--- src/rtl/fetch_seq.sv ---
`default_nettype none
// ==========================================================================
// fetch_seq : instruction-fetch sequencer (pc control, imem req/ack, decode buffer)
// rev 1.0
// ==========================================================================
module fetch_seq #(
  parameter logic [31:0] RESET_VEC = 32'h0000_0000,
  parameter logic [31:0] TRAP_VEC  = 32'h0000_0100
) (
  input  logic        clk,
  input  logic        rst,
  input  logic [31:0] pc_cur,
  output logic        pc_jmp,
  output logic        pc_rel,
  output logic [31:0] pc_nxt,
  output logic        imem_req,
  output logic [31:0] imem_addr,
  input  logic        imem_ack,
  input  logic [31:0] imem_rdata,
  output logic        inst_valid,
  output logic [31:0] inst,
  output logic [31:0] inst_pc,
  input  logic        inst_ready,
  input  logic        redir_valid,
  input  logic        redir_rel,
  input  logic [31:0] redir_base,
  input  logic [31:0] redir_off,
  output logic        fault,
  output logic [31:0] fault_addr
);

  typedef enum logic [1:0] {
    BOOT  = 2'd0,
    FETCH = 2'd1,
    KILL  = 2'd2
  } state_t;

  state_t      state;
  logic        pending;
  logic [31:0] kill_addr;

  logic [31:0] redir_tgt;
  logic        redir_mis;
  logic [31:0] load_tgt;
  logic        redir_take;
  logic        ack_take;

  assign redir_tgt  = redir_rel ? (redir_base + redir_off) : redir_off;
  assign redir_mis  = (redir_tgt[1:0] != 2'b00);
  assign load_tgt   = redir_mis ? TRAP_VEC : redir_tgt;
  assign redir_take = redir_valid && (state != BOOT);
  assign ack_take   = imem_req && imem_ack;

  always_comb begin
    imem_req  = 1'b0;
    imem_addr = pc_cur;
    case (state)
      FETCH:   imem_req = pending | ~inst_valid | inst_ready;
      KILL: begin
        imem_req  = 1'b1;
        imem_addr = kill_addr;
      end
      default: imem_req = 1'b0;
    endcase
  end

  // Default is HOLD (pc += 0); only ADV and absolute loads otherwise.
  always_comb begin
    pc_jmp = 1'b1;
    pc_rel = 1'b1;
    pc_nxt = 32'h0;
    if (state == BOOT) begin
      pc_rel = 1'b0;
      pc_nxt = RESET_VEC;
    end else if (redir_take) begin
      pc_rel = 1'b0;
      pc_nxt = load_tgt;
    end else if ((state == FETCH) && ack_take) begin
      pc_jmp = 1'b0;
      pc_rel = 1'b0;
    end
  end

  always_ff @(posedge clk) begin
    if (rst) begin
      state      <= BOOT;
      pending    <= 1'b0;
      kill_addr  <= 32'h0;
      inst_valid <= 1'b0;
      inst       <= 32'h0;
      inst_pc    <= 32'h0;
      fault      <= 1'b0;
      fault_addr <= 32'h0;
    end else begin
      fault <= 1'b0;
      case (state)
        BOOT: state <= FETCH;
        FETCH, KILL: begin
          if (redir_take) begin
            inst_valid <= 1'b0;
            pending    <= 1'b0;
            if (redir_mis) begin
              fault      <= 1'b1;
              fault_addr <= redir_tgt;
            end
            // An unanswered request must still be retired before fetching the new path.
            if (imem_req && !imem_ack) begin
              state <= KILL;
              if (state == FETCH) kill_addr <= pc_cur;
            end else begin
              state <= FETCH;
            end
          end else if (state == KILL) begin
            if (imem_ack) state <= FETCH;
          end else if (ack_take) begin
            inst       <= imem_rdata;
            inst_pc    <= pc_cur;
            inst_valid <= 1'b1;
            pending    <= 1'b0;
          end else begin
            pending <= imem_req;
            if (inst_valid && inst_ready) inst_valid <= 1'b0;
          end
        end
        default: state <= BOOT;
      endcase
    end
  end

endmodule
`default_nettype wire
--- config.mk ---
export PLATFORM = sky130hd
export DESIGN_NAME = fetch_seq
export DESIGN_NICKNAME = d
export VERILOG_FILES = /design/src/rtl/fetch_seq.sv
export SDC_FILE = /design/constraint.sdc
export NUM_CORES = 1
export LEC_CHECK = 0
export CAP_MARGIN = 10
export CELL_PAD_IN_SITES_DETAIL_PLACEMENT = 1
export CELL_PAD_IN_SITES_GLOBAL_PLACEMENT = 2
export CORE_MARGIN = 2
export CORE_UTILIZATION = 26
export CTS_CLUSTER_DIAMETER = 60
export DETAILED_ROUTE_END_ITERATION = 10
export GPL_ROUTABILITY_DRIVEN = 0
export PLACE_DENSITY_LB_ADDON = 0.08
export SLEW_MARGIN = 20
export SYNTH_ARGS = -nofsm -noshare
export SYNTH_HDL_FRONTEND = slang
export SYNTH_SLANG_ARGS = --single-unit
--- constraint.sdc ---
create_clock -name clk -period 6.1 [get_ports clk]
set_clock_uncertainty 0.2 [all_clocks]
set_input_delay 1.22 -clock clk [delete_from_list [all_inputs] [get_ports clk]]
set_output_delay 1.22 -clock clk [all_outputs]
set_load 0.03 [all_outputs]
; ---- Word-level counts from Yosys, hierarchy flattened
; Cells that the tools add are included.
; W data, S select, Z words.
[totals]
word_cells = 62
output_inout_bits = 165
inputBits = 134
register_bits = 133
[classes]
n_reduce_logical = 18
n_addsub = 1
n_bitwise = 6
n_mux = 24
eq_ne = 5
[op_table]
columns = cell, n
row1 = $mux W32, 5
row2 = $add A32 B32 Y32, 1
row3 = $mux W1, 13
row4 = $mux W2, 4
row5 = $reduce_and A4 Y1, 2
row6 = $ne A3 B3 Y1 const B, 2
row7 = $reduce_and A3 Y1, 2
row8 = $logic_and A1 B1 Y1, 5
row9 = $not A1 Y1, 4
row10 = $pmux W2 S2, 1
row11 = $reduce_and A2 Y1, 2
row12 = $reduce_bool A2 Y1, 2
row13 = $reduce_bool A3 Y1, 1
row14 = $reduce_or A3 Y1, 1
row15 = $eq A2 B1 Y1 const B, 1
row16 = $eq A2 B2 Y1 const B, 1
row17 = $logic_not A2 Y1, 1
row18 = $ne A2 B2 Y1 const B, 1
row19 = $or A1 B1 Y1, 2
row20 = $pmux W1 S2, 1
row21 = $reduce_or A2 Y1, 1
row22 = $logic_not A1 Y1, 1

; ---- Logic depth before layout (Yosys ltp)
[depth]
word_depth = 9
ltp_mapped = 11
ltp_nobuf = 11

; ---- Worst setup path before layout
; OpenSTA, ideal clock, no wires.
[synth_timing]
kind = input to output
from = input port redir_base[0]
to = output port pc_nxt[26]
setup_slack_ns = 0.860
required_ns = 4.680
path_buffers = 0
t_arrival_ns = 3.820
path_stages = 11
path_cell_list = ha_1 inv_1 fa_1 and2b_1 o2111ai_1 and2_4 a21o_4 a211oi_1 nor2_1 mux2i_1 a211oi_1
[synth_between]
elab_chain_cells = 6
[synth_lines]
columns = element, line
row1 = "start, declared", 26  ; input logic [31:0] redir_base,
row2 = $add A32 B32 Y32 *, 48  ; assign redir_tgt = redir_rel ? (redir_base + redir_off) : redir_off;
row3 = $mux W32 *, 48
row4 = $reduce_bool A2 Y1, 49  ; assign redir_mis = (redir_tgt[1:0] != 2'b00);
row5 = $mux W32 *, 50  ; assign load_tgt = redir_mis ? TRAP_VEC : redir_tgt;
row6 = $mux W32 *, 75  ; end else if (redir_take) begin
row7 = $mux W32 *, 72  ; if (state == BOOT) begin
row8 = "end, declared", 15  ; output logic [31:0] pc_nxt,
; Every way passes the cells marked *; elsewhere a longest branch is shown, timed or not.

; ---- Worst setup path in the final report
[layout_timing]
from = input port redir_off[0]
to = output port pc_nxt[26]
[layout_between]
elab_chain_cells = 6
[layout_lines]
columns = element, line
row1 = "start, declared", 27  ; input logic [31:0] redir_off,
row2 = $add A32 B32 Y32, 48
row3 = $mux W32 *, 48
row4 = $reduce_bool A2 Y1, 49
row5 = $mux W32 *, 50
row6 = $mux W32 *, 75
row7 = $mux W32 *, 72
; Marked as above.

==> metrics.txt <==
# TYPE chip_impl_metric gauge
chip_impl_info{name="series_of_cell_instances_along_the_critical_path",value="clkdlybuf4s50_1 -> ha_1 -> inv_1 -> fa_1 -> and2b_1 -> o2111ai_1 -> and2_4 -> a21o_4 -> a211oi_1 -> nor2_1 -> mux2i_1 -> a211oi_1 -> buf_12"} 1
chip_impl_info{name="clockRootBuffer",value="clkbuf_16"} 1
chip_impl_metric{name="grt_start_max_net_pins",unit=""} 77
chip_impl_info{name="most-common-layout-cells",value="clkdlybuf4s50_1 (265), nand2_1 (225), dfxtp_1 (133)"} 1
chip_impl_metric{name="grt_antenna_before_repair",unit=""} 2
chip_impl_metric{name="nNetsFinal",unit=""} 1415
chip_impl_metric{name="drtIter0Drc",unit=""} 327
chip_impl_metric{name="total_switching_power",unit="W"} 0.000918
chip_impl_metric{name="synth_warnings",unit=""} 0
chip_impl_metric{name="power.share.clock",unit="%"} 38.9
chip_impl_metric{name="final-setup-viol-count",unit=""} 0
chip_impl_info{name="setup.worst_path.start_class",value="primary input"} 1
chip_impl_metric{name="crit_path_max_incr_delay",unit="ns"} 0.48
chip_impl_metric{name="critical_path_peak_fanout",unit=""} 5
chip_impl_metric{name="htree_levels",unit=""} 4
chip_impl_metric{name="stdcell_area",unit="µm²"} 11400
chip_impl_metric{name="ir_drop_worst_case_vdd",unit="mV"} 0.150
chip_impl_metric{name="detail_route.wl_per_cell",unit="µm"} 18.2
chip_impl_info{name="synth_flop_cell",value="dfxtp_1"} 1
chip_impl_metric{name="final_non_filler_cells",unit=""} 1643
chip_impl_metric{name="vias",unit=""} 7918
chip_impl_metric{name="dieArea",unit="µm²"} 30700
chip_impl_metric{name="worst_hold_slack",unit="ns"} 0.253
chip_impl_metric{name="comb_power_share",unit="%"} 27.6
chip_impl_metric{name="timing_worst_slew_pin_value",unit="ns"} 0.901
chip_impl_metric{name="core",unit="µm²"} 28800
chip_impl_metric{name="period_share",unit="%"} 95.2
chip_impl_metric{name="p_leak",unit="nW"} 4.15
chip_impl_info{name="most_common_cell_after_layout_fill_and_taps_aside",value="clkdlybuf4s50_1"} 1
chip_impl_metric{name="hold_violations",unit=""} 0
chip_impl_metric{name="cell_internal_pwr",unit="W"} 0.00185
chip_impl_metric{name="buffer_ports.inserted",unit=""} 296
chip_impl_metric{name="grt.total_usage",unit="%"} 19.3
chip_impl_metric{name="final-max-slew-violation-count",unit=""} 0
chip_impl_metric{name="power.switching_fraction",unit="%"} 33.2
chip_impl_metric{name="dpl.cell_count",unit=""} 1610
chip_impl_metric{name="gr-total-overflow",unit=""} 0
chip_impl_metric{name="tritoncts.num_buffers",unit=""} 17
chip_impl_metric{name="final_routed_wirelength_across_all_metal_layers",unit="mm"} 29.9
chip_impl_metric{name="insertion_delay",unit="ns"} 0.43
chip_impl_metric{name="firstDrtPassIters",unit=""} 4
chip_impl_info{name="holdCritPathClass",value="flop to flop"} 1
chip_impl_metric{name="drive_gt1_share",unit="%"} 9.86
chip_impl_metric{name="syn-instance-count",unit=""} 987
chip_impl_metric{name="starting_density",unit="%"} 26.5
chip_impl_info{name="critical_path.most_common_cell",value="a211oi_1"} 1
chip_impl_metric{name="worst_ep_arrival_time",unit="ns"} 4.39
chip_impl_metric{name="rows",unit=""} 62
chip_impl_metric{name="timing.max_slew.rel_slack",unit="%"} 39.9
chip_impl_metric{name="asyncSetResetFlopFracSynth",unit="%"} 0
chip_impl_metric{name="synth.yosys.seq_area_share",unit="%"} 34.9
chip_impl_info{name="critPathCaptureType",value="output pin"} 1
chip_impl_metric{name="clock_sink_count",unit=""} 133
chip_impl_metric{name="period_needed",unit="ns"} 5.81
chip_impl_metric{name="syn_avg_cell_area",unit="µm²"} 7.73
chip_impl_metric{name="viasPerCell",unit=""} 4.82
chip_impl_metric{name="seq_power_share",unit="%"} 33.5
chip_impl_info{name="critical_path_class",value="primary input to output pin"} 1
chip_impl_metric{name="synth_cell_types",unit=""} 69
chip_impl_metric{name="cts.clk_slew.worst_paths",unit="ns"} 0.06
chip_impl_info{name="cts_tree",value="done"} 1
chip_impl_metric{name="synth_enable_flop_cells",unit=""} 0
chip_impl_metric{name="drv.max_cap_violation_count",unit=""} 0
chip_impl_metric{name="max_freq",unit="MHz"} 172
chip_impl_info{name="rsz0062_at_grt",value="false"} 1
chip_impl_metric{name="area_growth_from_synthesis_to_layout",unit="%"} 50.0
chip_impl_metric{name="antenna_violating_nets_post_route",unit=""} 0
chip_impl_metric{name="power.density_cell_area",unit="nW/µm²"} 241
chip_impl_metric{name="clock_path_buffers",unit=""} 2
chip_impl_metric{name="route.detailed.drc",unit=""} 0
chip_impl_metric{name="p_total",unit="W"} 0.00276
chip_impl_metric{name="hpwl",unit="mm"} 21.8
chip_impl_metric{name="placed_area",unit="µm²"} 10900
chip_impl_metric{name="totalNegativeSetupSlack",unit="ns"} 0
chip_impl_metric{name="first_global_vias",unit=""} 8005
chip_impl_metric{name="ys_seq_elements",unit=""} 133
chip_impl_metric{name="die_width",unit="µm"} 175
chip_impl_metric{name="floorplan.die.height",unit="µm"} 175
chip_impl_metric{name="timing.critical_path.required",unit="ns"} 4.68
chip_impl_info{name="critPathSlowestCell",value="clkdlybuf4s50_1"} 1
chip_impl_info{name="run_status",value="finished clean"} 1
chip_impl_metric{name="post_synth_instance_area",unit="µm²"} 7630
chip_impl_metric{name="grt_first_pass_wirelength",unit="mm"} 46.6
chip_impl_metric{name="design.portCount",unit=""} 299
-- layout make-up --
cell class | count | area [µm²]
flip-flops and latches | 133 | 2660
clock buffers | 19 | 443
diodes | 1 | 2.50
well taps | 384 | 480
multi-input cells | 777 | 4690
inverters | 10 | 37.5
fillers | 3450 | 17300
repair buffers | 306 | 2980
clock inverters | 13 | 146
-- metal layers --
metal	vias to the layer above	share of wire, %	global-route usage (%)
met5	-	0	0
met4	0	0.83	4.65
met3	14	6.7	5.80
met2	203	45	30.8
met1	3728	48	25.5
li1	3973	-	-
-- power by group through the flow --
stage	sequential, W	clock (W)	combinational, W
final	0.000926	0.00108	0.000764
after global routing	0.000930	0.00115	0.000832
after CTS	0.000926	0.00112	0.000773
after detailed placement	0.000945	0	0.000768
after global placement	0.000944	0	0.000767
after floorplan	0.00101	0	0.000386
-- cells by family (layout without fill, tap and decap cells) --
| logic type | count (synthesis) | after routing | synth area share [%] |
|---|---|---|---|
| compound gates | 265 | 265 | 22.3 |
| xor+xnor | 17 | 17 | 1.95 |
| fa+ha+maj | 36 | 36 | 6.00 |
| buf+inv | 78 | 348 | 4.02 |
| flops | 133 | 133 | 34.9 |
| mux | 56 | 56 | 7.93 |
| other cells | 1 | 3 | 0.0491 |
| simple gates | 401 | 401 | 22.8 |
-- worst paths after layout --
kind,depth (start not counted),slack [ns],end,start
hold reg to reg,2,0.25,kill_addr[20]$_SDFFE_PP0P_,kill_addr[20]$_SDFFE_PP0P_
setup / recovery,13,0.29,pc_nxt[26],redir_off[0]
hold / removal,2,0.25,kill_addr[20]$_SDFFE_PP0P_,kill_addr[20]$_SDFFE_PP0P_
setup reg to reg,9,2.62,inst_pc[21]$_SDFFE_PP0P_,state[0]$_SDFFE_PP0P_
-- through the flow --
| stage | utilization, % | worst slack (ns) |
|---|---|---|
| 2_1_floorplan | - | 0.860 |
| 3_3_place_gp | 37.7 | 0.297 |
| 3_5_place_dp | 37.7 | 0.194 |
| 4_1_cts | 39.8 | 0.180 |
| 5_1_grt | 39.8 | 0.0411 |
| 6_report | 39.8 | 0.295 |
-- critical path, delay by kind of cell --
kind	cells	cell delay, ns
fa+ha+maj	2	0.60
compound gates	4	1.12
simple gates	3	0.55
mux	1	0.17
buf+inv	3	0.73
-- state kept, by name, summed over array words and instances (netlist names) --
signal	cells
fault_addr	32
inst_valid	1
kill_addr	32
state	2
pending	1
inst_pc	32
fault	1
inst	32
-- cells in the mapped netlist (13+ instances only) --
master      n  share of area (%)
mux2i_1    23                3.0
dfxtp_1   133                 35
a21o_1     18                1.8
nand3_1    16                1.0
clkbuf_1   51                2.5
ha_1       35                5.7
a21oi_1   132                8.7
nor2b_1    13                1.1
nor2_1     82                4.0
o21ai_0    20                1.3
mux2_2     32                4.7
nand2_1   225                 11
a211oi_1   31                3.0
-- repair_timing --
item                       CTS  global route
gates resized for setup      0             1
setup endpoints to repair    0             1
hold buffers                 0             0
buffers inserted             0             0
(Power assumes the default switching activity.)
